**config.mk**
```make
export PLATFORM = sky130hd
export DESIGN_NAME = hex7seg
export DESIGN_NICKNAME = d
export VERILOG_FILES = /design/src/rtl/mod_test_pkg.sv /design/src/rtl/mod_test_hex7seg.sv
export SDC_FILE = /design/constraint.sdc
export NUM_CORES = 1
export LEC_CHECK = 0
export ABC_AREA = 1
export ABC_CLOCK_PERIOD_IN_PS = 2500
export BUFFER_PORTS_ARGS = -buffer_cell sky130_fd_sc_hd__buf_4
export CORE_AREA = 4 4 41 43
export DETAILED_ROUTE_END_ITERATION = 7
export DIE_AREA = 0 0 45 47
export PLACE_DENSITY_LB_ADDON = 0.05
export RECOVER_POWER = 25
export SLEW_MARGIN = 10
export SYNTH_ARGS = -nofsm -noshare
export SYNTH_HDL_FRONTEND = slang
export SYNTH_SLANG_ARGS = --single-unit
```
**constraint.sdc**
```tcl
create_clock -name vclk -period 2.5
set_clock_uncertainty 0.15 [all_clocks]
set_input_delay 0.25 -clock vclk [all_inputs]
set_output_delay 0.25 -clock vclk [all_outputs]
set_load 0.05 [all_outputs]
```
**src/rtl/mod_test_pkg.sv**
```systemverilog
// Shared definitions for the DE2 bring-up top: display glyphs, ASCII debug
// characters and the helpers that map a hex nibble onto each of them.
package mod_test_pkg;

    localparam logic [0:6] SEG_BLANK = 7'b1111111;
    localparam logic [7:0] ASCII_0   = 8'h30;
    localparam logic [7:0] ASCII_x   = 8'h78;
    localparam logic [7:0] ASCII_A   = 8'h41;

    // Active-low segments, index 0 = a ... 6 = g.
    function automatic logic [0:6] hex_to_seg(input logic [3:0] digit);
        logic [0:6] seg;
        case (digit)
            4'h0:    seg = 7'b0000001;
            4'h1:    seg = 7'b1001111;
            4'h2:    seg = 7'b0010010;
            4'h3:    seg = 7'b0000110;
            4'h4:    seg = 7'b1001100;
            4'h5:    seg = 7'b0100100;
            4'h6:    seg = 7'b0100000;
            4'h7:    seg = 7'b0001111;
            4'h8:    seg = 7'b0000000;
            4'h9:    seg = 7'b0000100;
            4'hA:    seg = 7'b0001000;
            4'hB:    seg = 7'b1100000;
            4'hC:    seg = 7'b0110001;
            4'hD:    seg = 7'b1000010;
            4'hE:    seg = 7'b0110000;
            4'hF:    seg = 7'b0111000;
            default: seg = SEG_BLANK;
        endcase
        return seg;
    endfunction

    // Uppercase hex digit character.
    function automatic logic [7:0] hex_to_ascii(input logic [3:0] digit);
        if (digit < 4'd10)
            return ASCII_0 + {4'd0, digit};
        else
            return ASCII_A + {4'd0, digit} - 8'd10;
    endfunction

endpackage

```
**src/rtl/mod_test_hex7seg.sv**
```systemverilog
// Single 7-segment decoder.
//   digit : 4-bit hex value
//   seg   : active-low segments, index 0 = a ... 6 = g
module hex7seg
    import mod_test_pkg::*;
(
    input  logic [3:0] digit,
    output logic [0:6] seg
);

    assign seg = hex_to_seg(digit);

endmodule

```
## Word-level counts from Yosys, hierarchy flattened

Memories as Yosys holds them, arrays and structs flattened.
Index checks and enable logic that the tools add are counted.

- Flip-flop bits (word level): 0
- Bits in latches: 0
- Bits in writable memories: 0
- Bits in read-only memories: 112
- Output and inout bits: 7
- Memories: 1

Memories:

| name | depth | width | rd ports | clocked after memory_dff | wr ports | line | RTL |
|---|---|---|---|---|---|---|---|
| (name not given) | 16 | 7 | 1 | 0 | 0 | mod_test_pkg.sv:13 | `case (digit)` |

- $add $sub $neg: 0
- Multiply operators: 0
- Divide/modulo/power cells: 0
- Magnitude comparators: 0
- Equality and inequality tests: 0
- Shift-type cells: 0
- Multiplexer cells: 0
- Bitwise logic cells: 0
- Reduce and logical (&&, ||, !) cells: 0

## Longest topological paths before layout

An unclocked memory read counts as a cell.

- Depth in word-level cells: 1
- Gate-level depth with buffers: 6

## Worst setup path after synthesis

OpenSTA, ideal clock, no wires.

- Path kind: input-to-output
- Start point: input port digit[0]
- End point: output port seg[2] (netlist name)
- Arrival: 1.662 ns
- Data required time: 2.100 ns
- Setup slack: 0.438 ns
- Stages: 4
- Buffers on the path: 0
- Path through: inv_1 ha_1 nand2_1 o21ai_0

- Longest elaborated chain between the ends: 1

Ends and longest elaborated chain:

| item | line | RTL |
|---|---|---|
| start, declared | mod_test_hex7seg.sv:7 | `input logic [3:0] digit,` |
| $mem_v2 Z16 W7 | -- |  |
| end, declared | mod_test_hex7seg.sv:8 | `output logic [0:6] seg` |

Every way passes these cells.

## Final worst setup path

- Start point: input port digit[0]
- End point: output port seg[6] (netlist name)

Same word-level chain as after synthesis.

==> impl_metrics.ini <==
[run_status]
status = finished clean

[power]
p_leak_nw = 0.220
p_sw_mw = 0.0638
p_clk_share_pct = 0
switching_share_pct = 70.5
p_int_mw = 0.0267
power.combinational.fraction_pct = 100.0
pwr-share-seq_pct = 0
ir_drop_mv = 0.0734
power.density_nw_per_um2 = 255

[detailed_routing]
dr_total_vias = 303
drc_errors = 0
ant_nets = 0
firstDrtPassIters = 2
routed_via_density = 4.15
drt_wl_total_um = 709
drt_iter0_drc = 1
wl_per_cell_um = 9.71

[layout]
seq_cells = 0
area.sequential_um2 = 0
post-route-util_pct = 27.3
drive_gt1_share_pct = 20.7
nClkBuffers = 0
antenna-diode-count = 0
final_common_cell = nand2_1
num-nets-final = 71
final_cell_mix = nand2_1 (20), nand3_1 (10), buf_4 (10)
area_delta_synth_final_pct = 29.7

[global_route]
antenna_found_initial = 0
grt_pass1_vias = 282
grt.total_usage_pct = 7.32
grt_pass1_wl_um = 1220
grt_max_degree = 13
overflow = 0

[floorplan]
die_h_um = 47
ios = 11
core_um2 = 1300
die_x_um = 45
num_rows = 13
die_area_um2 = 2120
initial_core_util_pct = 21.1

[timing]
tns_ns = 0
fmax_mhz = 583
fin_crit_sh_pct = 68.7
hold_viol_final = 0
layout_min_cycle_time_ns = 1.72
finalSetupViolations = 0
drv_slew = 0
slew_headroom_pct = 60.7
worstMarginPinSlew_ns = 0.591
setup_ws_ns = 0.783
rsz0062_at_grt = false

[logic_synthesis]
yosysUniqueCellTypes = 10
synth_largest_area_cell = ha_1
syn_area_um2 = 274
yosys-top-cells-area = ha_1 (32%), nand2_1 (27%), nand3_1 (18%)
synth_top_area_share_pct = 32.0
synthesis.nets = 60
yosys_warnings = 0
ys_seq_area_share_pct = 0
syn_avg_cell_area_um2 = 5.59
synthCells = 49

[place]
post-place-ws_ns = 0.895
dp_hpwl_um = 583
gp_congestion = 0.712
port_buffers = 11

[setup_path]
worstPathMaxFanout = 5
worstPathRequired_ns = 2.10
crit_arrival_ns = 1.32
start_kind = primary input
end_kind = output port
crit_chain = buf_4 -> inv_1 -> ha_1 -> nand3_1 -> nand2_1 -> clkbuf_1
slowest_delay_ns = 0.46
startpoint = digit[0]
path_class = in -> out
crit_slowest_cell = clkbuf_1

[clock_tree]
cts_resized = 0
postCtsHoldBufs = 0
cts_setup_buffers = 0

[worst_hold_path]
min_from = digit[3]
min_delay_worst_endpoint = seg[2]
hold_depth = 3
worstHoldPathType = in -> out

[run]
maxCapViolations = 0
-- power by group through the flow --
stage                     Combinational, mW  Clock (mW)  Sequential, mW
after CTS                            0.0930           0               0
after global routing                 0.0985           0               0
after detailed placement             0.0927           0               0
after floorplan                      0.0656           0               0
after global placement               0.0934           0               0
final                                0.0905           0               0
-- through the flow --
step / hold slack, ns / total power [mW] / cells / area [um2]
global placement: 0.776 / 0.0934 / 73 / 359
floorplan: 0.698 / 0.0656 / 49 / 274
global route: 0.806 / 0.0985 / 73 / 355
CTS: 0.776 / 0.0930 / 73 / 359
finish: 0.767 / 0.0905 / 73 / 355
detailed placement: 0.778 / 0.0927 / 73 / 359
-- cells in the mapped netlist --
cell type and count:
inv_1 6, nand2_1 20, buf_6 1, ha_1 7, inv_2 1, o21ai_0 1
nand3_1 10, o21ai_2 1, buf_2 1, o21ai_1 1
-- layer usage --
metal  track usage, %  wire, um
met1             11.0       359
met2             12.4       311
met3                0        38
met4                0         0
met5                0         0
-- cell type report --
class	instances	area [um2]
multi-input combinational	40	231
timing repair buffer	11	78.8
inverter	7	26.3
tap	15	18.8
fill	170	946
-- worst max-delay path, delay by kind of cell --
| kind | cells | cell delay (ns) |
|---|---|---|
| buffers and inverters | 3 | 0.73 |
| adders and majority gates | 1 | 0.19 |
| and+or+nand+nor | 2 | 0.15 |
-- worst max path at each step --
| stage | slack (ns) | end | cells after the start |
|---|---|---|---|
| global route | 0.70 | seg[6] | 6 |
| CTS | 0.89 | seg[3] | 7 |
| finish | 0.78 | seg[6] | 6 |
| floorplan | 0.44 | seg[2] | 4 |
| detailed placement | 0.89 | seg[3] | 7 |
| global placement | 0.88 | seg[3] | 7 |
-- kinds of logic after synthesis --
family          Yosys count  share of synthesized area (%)
simple gates             30                           45.7
buf+inv                   9                           15.5
fa+ha+maj                 7                           32.0
compound gates            3                           6.85
Power figures use the tool's default switching activity.
